--- config.mk ---
export PLATFORM = sky130hd
export DESIGN_NAME = rsa_stream_ctrl
export DESIGN_NICKNAME = d
export VERILOG_FILES = /design/src/rtl/rsa_pkg.sv /design/src/rtl/rsa_byte_ser.sv /design/src/rtl/rsa_stream_ctrl.sv
export SDC_FILE = /design/constraint.sdc
export NUM_CORES = 1
export LEC_CHECK = 0
export ABC_AREA = 1
export BUFFER_PORTS_ARGS = -buffer_cell sky130_fd_sc_hd__buf_2
export CELL_PAD_IN_SITES_DETAIL_PLACEMENT = 0
export CELL_PAD_IN_SITES_GLOBAL_PLACEMENT = 2
export CORE_MARGIN = 2
export CORE_UTILIZATION = 31
export CTS_CLUSTER_SIZE = 40
export DETAILED_ROUTE_END_ITERATION = 7
export GPL_TIMING_DRIVEN = 0
export PLACE_DENSITY_LB_ADDON = 0.1
export SYNTH_ARGS = -nofsm -noshare
export SYNTH_HDL_FRONTEND = slang
export SYNTH_SLANG_ARGS = --single-unit
--- constraint.sdc ---
create_clock -name clk -period 2.5 [get_ports clk]
set_input_delay 0.5 -clock clk [delete_from_list [all_inputs] [get_ports clk]]
set_output_delay 0.5 -clock clk [all_outputs]
set_load 0.05 [all_outputs]
--- src/rtl/rsa_pkg.sv ---
// Shared definitions for the RSA stream controller: controller state encoding,
// bytes-per-block derivation and the default watchdog limit.
package rsa_pkg;

    typedef enum logic [2:0] {
        COLLECT = 3'd0,
        CHECK   = 3'd1,
        LAUNCH  = 3'd2,
        WAIT    = 3'd3,
        SEND    = 3'd4
    } rsa_state_e;

    // Number of bytes in one 2*width-bit block (width is a multiple of 4).
    function automatic int nBytes(input int width);
        return (2 * width) / 8;
    endfunction

    // Default watchdog limit, in cycles spent waiting for the engine.
    function automatic int defaultTimeout(input int width);
        return 4 * width + 8;
    endfunction

endpackage

--- src/rtl/rsa_byte_ser.sv ---
// Parallel-load 2*WIDTH -> 8 bit shift serialiser with a valid/ready output
// and a one-cycle done flag that marks the handshake of the final byte.
module rsa_byte_ser
    import rsa_pkg::*;
#(
    parameter int WIDTH = 32
) (
    input  logic               clk,
    input  logic               reset_n,
    input  logic               load_i,
    input  logic [2*WIDTH-1:0] loadData_i,
    input  logic               ready_i,
    output logic [7:0]         data_o,
    output logic               valid_o,
    output logic               done_o
);

    localparam int NBYTES = nBytes(WIDTH);
    localparam int CW     = $clog2(NBYTES + 1);

    logic [2*WIDTH-1:0] res_q, res_d;
    logic [CW-1:0]      cnt_q, cnt_d;
    logic               valid_q, valid_d;
    logic               fire;
    logic               lastByte;

    assign fire     = valid_q && ready_i;
    assign lastByte = (cnt_q == CW'(NBYTES - 1));
    assign data_o   = res_q[2*WIDTH-1 -: 8];
    assign valid_o  = valid_q;
    assign done_o   = fire && lastByte;

    // Load a new result, or shift out one byte per accepted handshake.
    always_comb begin
        res_d   = res_q;
        cnt_d   = cnt_q;
        valid_d = valid_q;
        if (load_i) begin
            res_d   = loadData_i;
            cnt_d   = '0;
            valid_d = 1'b1;
        end else if (fire) begin
            res_d = res_q << 8;
            if (lastByte) begin
                cnt_d   = '0;
                valid_d = 1'b0;
            end else begin
                cnt_d = cnt_q + CW'(1);
            end
        end
    end

    // Serialiser registers.
    always_ff @(posedge clk or negedge reset_n) begin
        if (!reset_n) begin
            res_q   <= '0;
            cnt_q   <= '0;
            valid_q <= 1'b0;
        end else begin
            res_q   <= res_d;
            cnt_q   <= cnt_d;
            valid_q <= valid_d;
        end
    end

endmodule

--- src/rtl/rsa_stream_ctrl.sv ---
// Byte-stream front/back end for the RSA modular-exponentiation engine.
// Collects a block, range-checks it against the modulus, launches the engine,
// waits for finish and serialises the result.
// Optional macro RSA_STREAM_CTRL_TIMEOUT_EN adds a WAIT watchdog and the
// err_timeout output.
module rsa_stream_ctrl
    import rsa_pkg::*;
#(
    parameter int WIDTH = 32
`ifdef RSA_STREAM_CTRL_TIMEOUT_EN
    ,
    parameter int TIMEOUT = defaultTimeout(WIDTH)
`endif
) (
    input  logic               clk,
    input  logic               reset_n,
    input  logic [2*WIDTH-1:0] key_n,
    input  logic [2*WIDTH-1:0] key_e,
    input  logic [7:0]         in_data,
    input  logic               in_valid,
    output logic               in_ready,
    output logic               me_start,
    output logic [2*WIDTH-1:0] me_base,
    output logic [2*WIDTH-1:0] me_modulo,
    output logic [2*WIDTH-1:0] me_exponent,
    input  logic               me_finish,
    input  logic [2*WIDTH-1:0] me_result,
    output logic [7:0]         out_data,
    output logic               out_valid,
    input  logic               out_ready,
    output logic               err_range,
`ifdef RSA_STREAM_CTRL_TIMEOUT_EN
    output logic               err_timeout,
`endif
    output logic               busy
);

    localparam int NBYTES = nBytes(WIDTH);
    localparam int CW     = $clog2(NBYTES + 1);
    localparam logic [2*WIDTH-1:0] KEY_MIN = (2*WIDTH)'(2);

    rsa_state_e         state_q, state_d;
    logic [2*WIDTH-1:0] blk_q, blk_d;
    logic [CW-1:0]      byteCnt_q, byteCnt_d;
    logic [2*WIDTH-1:0] base_q, base_d;
    logic [2*WIDTH-1:0] modulo_q, modulo_d;
    logic [2*WIDTH-1:0] exponent_q, exponent_d;
    logic               waitArmed_q, waitArmed_d;

    logic [2*WIDTH-1:0] blkShifted;
    logic               inFire;
    logic               lastByte;
    logic               reject;
    logic               finishAccept;
    logic               serDone;
    logic               timeoutHit;

    assign inFire       = in_valid && in_ready;
    assign lastByte     = (byteCnt_q == CW'(NBYTES - 1));
    assign reject       = (blk_q >= key_n) || (key_n < KEY_MIN);
    assign finishAccept = (state_q == WAIT) && waitArmed_q && me_finish;

    assign me_base     = base_q;
    assign me_modulo   = modulo_q;
    assign me_exponent = exponent_q;

    if (2*WIDTH > 8) begin : gShift
        assign blkShifted = {blk_q[2*WIDTH-9:0], in_data};
    end else begin : gNoShift
        assign blkShifted = in_data;
    end

`ifdef RSA_STREAM_CTRL_TIMEOUT_EN
    localparam int WDW = $clog2(TIMEOUT + 1);
    logic [WDW-1:0] wdCnt_q, wdCnt_d;

    assign timeoutHit = (state_q == WAIT) && !finishAccept && (wdCnt_q == WDW'(TIMEOUT - 1));

    // Watchdog counts cycles spent in WAIT and clears everywhere else.
    always_comb begin
        wdCnt_d = (state_q == WAIT) ? wdCnt_q + WDW'(1) : '0;
    end

    // Watchdog register.
    always_ff @(posedge clk or negedge reset_n) begin
        if (!reset_n) wdCnt_q <= '0;
        else          wdCnt_q <= wdCnt_d;
    end
`else
    assign timeoutHit = 1'b0;
`endif

    // State register.
    always_ff @(posedge clk or negedge reset_n) begin
        if (!reset_n) state_q <= COLLECT;
        else          state_q <= state_d;
    end

    // Next-state logic for the collect/check/launch/wait/send sequence.
    always_comb begin
        state_d = state_q;
        case (state_q)
            COLLECT: if (inFire && lastByte) state_d = CHECK;
            CHECK:   state_d = reject ? COLLECT : LAUNCH;
            LAUNCH:  state_d = WAIT;
            WAIT: begin
                if (finishAccept)    state_d = SEND;
                else if (timeoutHit) state_d = COLLECT;
            end
            SEND:    if (serDone) state_d = COLLECT;
            default: state_d = COLLECT;
        endcase
    end

    // State-decoded outputs: handshake, engine start, error pulses, busy.
    always_comb begin
        in_ready  = 1'b0;
        busy      = 1'b1;
        me_start  = 1'b0;
        err_range = 1'b0;
`ifdef RSA_STREAM_CTRL_TIMEOUT_EN
        err_timeout = timeoutHit;
`endif
        case (state_q)
            COLLECT: begin
                in_ready = 1'b1;
                busy     = 1'b0;
            end
            CHECK:   err_range = reject;
            LAUNCH:  me_start  = 1'b1;
            default: ;
        endcase
    end

    // Datapath: shift in bytes, latch keys in CHECK, arm finish after first WAIT cycle.
    always_comb begin
        blk_d       = blk_q;
        byteCnt_d   = byteCnt_q;
        base_d      = base_q;
        modulo_d    = modulo_q;
        exponent_d  = exponent_q;
        waitArmed_d = (state_q == WAIT);
        if (inFire) begin
            blk_d     = blkShifted;
            byteCnt_d = lastByte ? '0 : byteCnt_q + CW'(1);
        end
        if (state_q == CHECK) begin
            modulo_d   = key_n;
            exponent_d = key_e;
            if (!reject) base_d = blk_q;
        end
    end

    // Datapath registers.
    always_ff @(posedge clk or negedge reset_n) begin
        if (!reset_n) begin
            blk_q       <= '0;
            byteCnt_q   <= '0;
            base_q      <= '0;
            modulo_q    <= '0;
            exponent_q  <= '0;
            waitArmed_q <= 1'b0;
        end else begin
            blk_q       <= blk_d;
            byteCnt_q   <= byteCnt_d;
            base_q      <= base_d;
            modulo_q    <= modulo_d;
            exponent_q  <= exponent_d;
            waitArmed_q <= waitArmed_d;
        end
    end

    rsa_byte_ser #(
        .WIDTH (WIDTH)
    ) uSer (
        .clk        (clk),
        .reset_n    (reset_n),
        .load_i     (finishAccept),
        .loadData_i (me_result),
        .ready_i    (out_ready),
        .data_o     (out_data),
        .valid_o    (out_valid),
        .done_o     (serDone)
    );

endmodule
Word-level counts from Yosys, hierarchy flattened. Cells that the tools add are included. W data, S select, Z words.

Flip-flop bits (word level): 333. Output and inout bits: 205. Word-level logic and storage cells: 55.

$add $sub $neg: 2. Order comparisons: 2. Eq/ne operators: 9. Mux-type cells: 18. Bitwise operators: 1. Reductions and logical operators: 13.

Operator list (count): $mux W64 (2); $ge A64 B64 Y1 (1); $lt A64 B2 Y1 const B (1); $mux W4 (4); $pmux W3 S5 (1); $mux W3 (3); $add A4 B1 Y4 const B (2); $eq A4 B3 Y1 const B (2); $mux W1 (7); $eq A3 B2 Y1 const B (2); $logic_and A1 B1 Y1 (6); $ne A2 B2 Y1 const B (2); $reduce_and A2 Y1 (2); $reduce_bool A2 Y1 (2); $eq A3 B1 Y1 const B (1); $eq A3 B3 Y1 const B (1); $logic_not A3 Y1 (1); $reduce_and A3 Y1 (1); $mux W2 (1); $ne A2 B1 Y1 const B (1); $logic_or A1 B1 Y1 (1); $not A1 Y1 (1).

Logic depth before layout (Yosys ltp).
Word-level depth: 6. Gate-level depth with buffers: 19. Mapped depth without buffers: 17.

Hierarchy. From an unflattened synthesis, not the netlist that was laid out.

Cells, all modules: 1788. Area, all modules: 15018.2 um^2.

By module, submodules not included: rsa_stream_ctrl (times used 1, cells each 1407, area an instance 11928.9 um^2, sequential area each 6606.3 um^2); rsa_byte_ser (times used 1, cells each 381, area an instance 3089.2 um^2, sequential area each 1726.7 um^2).

Least setup slack after synthesis. No wires, ideal clock.

Path kind: input port to output port. Start: in key_n[59]. End: out err_range. Data arrival time: 2.502 ns. Required time: 2.000 ns. Path slack: -0.502 ns. Stages on the path: 12. Buffers on the path: 2. Path through: inv_1 -> ha_1 -> nand2_1 -> inv_2 -> nand3_1 -> nor2_1 -> nand3_1 -> a21oi_2 -> nor2_2 -> buf_4 -> buf_2 -> a21oi_1.

Longest elaborated chain between the ends: 3. Elaborated cells on any way between the ends: 4. Those cells by class: 2 x order compare; 1 x mux; 1 x reduce/logical.

Ends and longest elaborated chain: from (decl) (RTL line rsa_stream_ctrl.sv:17) `input logic [2*WIDTH-1:0] key_n,`; $ge A64 B64 Y1 or $lt A64 B2 Y1 (tied branches) (RTL line rsa_stream_ctrl.sv:60) `assign reject = (blk_q >= key_n) || (key_n < KEY_MIN);`; $logic_or A1 B1 Y1 * (RTL line rsa_stream_ctrl.sv:60); $mux W1 * (RTL line rsa_stream_ctrl.sv:124) `case (state_q)`; to (decl) (RTL line rsa_stream_ctrl.sv:31) `output logic err_range,`.

Mark *: on every way between the ends. The rest lies on a longest branch, timed or not.

Worst setup path after layout.
Start: reg blk_q[60]. End: out err_range.

Longest elaborated chain between the ends: 3.

Ends and longest elaborated chain: from (decl) (RTL line rsa_stream_ctrl.sv:43) `logic [2*WIDTH-1:0] blk_q, blk_d;`; from (signal assigned) (RTL line rsa_stream_ctrl.sv:164) `blk_q <= blk_d;`; $ge A64 B64 Y1 (RTL line rsa_stream_ctrl.sv:60); $logic_or A1 B1 Y1 (RTL line rsa_stream_ctrl.sv:60); $mux W1 (RTL line rsa_stream_ctrl.sv:124).

Every way passes these cells.

==> impl_metrics.json <==
{
  "synth_top_family_by_area": "simple AND/OR/NAND/NOR gates",
  "cp-start-kind": "flip-flop",
  "crit_top_cell": "buf_8",
  "globalplace.congestion": 0.7747,
  "leakagePower_nw": 10.60,
  "p_comb_share_pct": 4.4,
  "hold_path_class": "input port to flip-flop",
  "power_frac_seq_pct": 44.7,
  "wl_um": 52570,
  "dieArea_mm2": 0.05074,
  "power_density_mw_per_mm2": 603.1,
  "critPathMaxStageDelay_ns": 0.41,
  "coreArea_mm2": 0.04865,
  "die_w_um": 225.3,
  "synthSimpleGateAreaFrac_pct": 25.60,
  "crit_arrival_ns": 2.53,
  "rsz0062_at_grt": "yes",
  "root_buffer": "clkbuf_16",
  "syn_nets": 2034,
  "placementRows": 81,
  "holdWs_ns": 0.1305,
  "num_antenna_cells": 0,
  "power_switching_mw": 2.754,
  "cts.clk_slew.worst_paths_ns": 0.06,
  "firstDrtPassIters": 5,
  "grt_pass1_wl_um": 79740,
  "final_antenna_net_count": 0,
  "setup_viol": 1,
  "synth_warnings": 0,
  "max_slew_margin_pct": 54.58,
  "yosysUniqueCellTypes": 35,
  "hold_viol_final": 0,
  "die_y_um": 225.3,
  "synth_compound_area_share_pct": 7.156,
  "area.sequential_mm2": 0.008359,
  "clk_path_buf_depth": 3,
  "detail_route.wl_per_cell_um": 18.10,
  "multi_input_area_mm2": 0.006088,
  "drt-vias-per-instance": 4.623,
  "drive_gt1_share_pct": 27.17,
  "pwr-share-clk_pct": 50.9,
  "outcome": "complete, but fails checks",
  "total_power_mw": 12.11,
  "synthCells": 1763,
  "grt_start_max_net_pins": 110,
  "numCtsBuffers": 41,
  "layout.nets": 2522,
  "insertion_delay_ns": 0.56,
  "cts_tree": "yes",
  "ioPinCount": 410,
  "cp.required_ns": 2.00,
  "port_buffers": 409,
  "synth_xor_area_share_pct": 0.2308,
  "vias": 13426,
  "ctsHtreeMaxLevel": 2,
  "switching_share_pct": 22.75,
  "slew_violations": 0,
  "fmax_mhz": 330.3,
  "worstMarginPinSlew_ns": 0.6813,
  "violations": "negative setup slack",
  "grt.total_usage_pct": 20.55,
  "clock_skew_ns": 0.01538,
  "ys_seq_area_share_pct": 54.91,
  "setup_slack_ns": -0.5272,
  "cap_violations": 0,
  "finalCritPeriodShare_pct": 121.1,
  "grt-ovfl-total": 0,
  "crit_fanout": 3,
  "post-route-min-period_ns": 3.027,
  "area_delta_synth_final_pct": 32.26,
  "synth.avg_cell_area_um2": 8.609,
  "critical_path_class": "flip-flop to primary output",
  "grt_pass1_vias": 13503,
  "drc": 0,
  "internal_power_mw": 9.352,
  "syn-cell-area_mm2": 0.01518,
  "antenna_found_initial": 7,
  "ys_seq_elements": 333,
  "setup_tns_ns": -0.5272,
  "crit_chain": "ha_1, nand4_1, nor2_4, nand3_4, nor3_4, nand2_4, buf_8, a21oi_4, buf_8",
  "cts.sinks": 333,
  "dpl.hpwl_um": 39030,
  "end_kind": "primary output",
  "worst_path_max_delay_cell": "dfrtp_1",
  "vdd.ir_drop.worst_v": 0.0003440,
  "synthMuxAreaShare_pct": 0,
  "fill_cells": 5056,
  "drt_iter0_markers": 866,
  "synth_adder_area_share_pct": 5.441,
  "start_util_pct": 31.20
}
[area by class of cell]
type | instances | area share (%)
flip-flops and latches | 333 | 41.64
plain buffers | 105 | 2.687
clock inverters | 6 | 0.4176
repair buffers | 446 | 12.12
clock buffers | 68 | 6.476
well taps | 622 | 3.877
multi-input cells | 1193 | 30.33
inverters | 131 | 2.450
[critical path: cells and delay by family, from the launching register on]
family	cells	cell delay [ns]
compound gates	1	0.12
fa+ha+maj	1	0.29
buf+inv	2	0.31
flops	1	0.41
simple gates	5	0.83
[cells in the final DEF (no fill, tap or decap), drive strengths merged, types with 2 or more instances in the layout]
cell type / count
xor2: 4
clkinv: 4
o311ai: 31
nor2: 63
a21oi: 29
buf: 499
clkbuf: 119
dfrtp: 333
o211ai: 23
nor3: 3
nand3: 80
o21ai: 82
o21a: 2
nand4: 68
a31oi: 3
nand2: 731
bufinv: 2
ha: 66
nand3b: 2
inv: 131
a21o: 3
[timing repair]
| action | CTS | global route |
|---|---|---|
| pin swaps | 15 | 14 |
| resized for setup | 36 | 36 |
| hold buffers | 1 | 0 |
| gates cloned | 0 | 1 |
| endpoints found under the hold margin | 78 | 0 |
| buffers inserted | 17 | 15 |
| setup endpoints to repair | 1 | 52 |
[layer usage]
layer | vias up | part of all wire (%) | GRT usage, %
met1 | 6378 | 46 | 27.89
met3 | 74 | 5.7 | 5.202
met5 | - | 0.16 | 0
li1 | 6669 | - | -
met2 | 291 | 47 | 33.09
met4 | 14 | 1.9 | 4.529
[power by group through the flow]
stage	logic (mW)	clock network (mW)	registers [mW]
6_report	0.530	6.16	5.41
5_1_grt	0.608	6.56	5.41
4_1_cts	0.526	6.32	5.41
3_5_place_dp	0.501	0	5.51
3_3_place_gp	0.478	0	5.52
2_1_floorplan	0.141	0	5.51
[per-stage QoR]
stage	std cells	worst slack [ns]	utilization (%)	instance area, µm²
3_5_place_dp	2797	-0.7273	37.24	18120
3_3_place_gp	2794	-6.064	37.05	18020
6_report	2904	-0.5272	41.26	20070
4_1_cts	2888	-0.6311	40.65	19780
5_1_grt	2904	-0.6985	41.26	20070
2_1_floorplan	1763	0.001517	-	15200
[kinds of logic (layout without fill, tap and decap cells)]
group	count (synthesis)	count (layout)
AND/OR/NAND/NOR	947	947
flip-flops	333	333
XOR/XNOR	4	4
buffers and inverters	237	756
AO/OA/AOI/OAI	176	176
adder cells (fa/ha/maj)	66	66
[registers in the layout (all words and copies together), names as in the netlist]
| register | cells |
|---|---|
| me_base | 64 |
| uSer.valid_o | 1 |
| me_exponent | 64 |
| byteCnt_q | 4 |
| uSer.res_q | 64 |
| uSer.cnt_q | 4 |
| blk_q | 64 |
| waitArmed_q | 1 |
| state_q | 3 |
| me_modulo | 64 |
[synthesized netlist by cell type]
master / count / share of area, %
nand2_1: 729 / 18
dfrtp_1: 333 / 55
inv_1: 126 / 3.1
nand3_1: 79 / 2.6
o21ai_0: 78 / 2.6
nand4_1: 68 / 2.8
ha_1: 66 / 5.4
nor2_1: 58 / 1.4
clkbuf_1: 49 / 1.2
buf_2: 29 / 0.96
a21oi_1: 28 / 0.92
o211ai_1: 23 / 1.1
o311ai_1: 21 / 1.2
buf_1: 12 / 0.30
o311ai_0: 10 / 0.58
buf_4: 9 / 0.45
buf_6: 7 / 0.52
inv_2: 4 / 0.099
nor2_2: 4 / 0.16
o21ai_1: 4 / 0.13
xor2_1: 4 / 0.23
a21o_1: 3 / 0.15
a31oi_1: 3 / 0.12
nand2_2: 2 / 0.082
nand3b_1: 2 / 0.099
nor3_2: 2 / 0.13
o21a_1: 2 / 0.099
a21boi_1: 1 / 0.049
a21oi_2: 1 / 0.058
a32o_1: 1 / 0.066
clkinv_1: 1 / 0.025
nand3_2: 1 / 0.066
nor2_4: 1 / 0.074
nor3_4: 1 / 0.11
o32ai_1: 1 / 0.058
[worst paths after layout]
kind | start | to | slack [ns] | cells past startpoint
worst min-delay path | key_e[53] | me_exponent[53] | 0.13 | 3
worst max-delay path | blk_q[60] | err_range | -0.53 | 9
worst min register to register | me_exponent[55] | me_exponent[55] | 0.46 | 2
max in group asynchronous | reset_n | blk_q[6] | 0.58 | 4
min in group asynchronous | reset_n | me_modulo[47] | 0.49 | 2
worst max register to register | blk_q[60] | me_base[19] | 0.18 | 11
No activity file was read; power rests on OpenSTA's default activity.
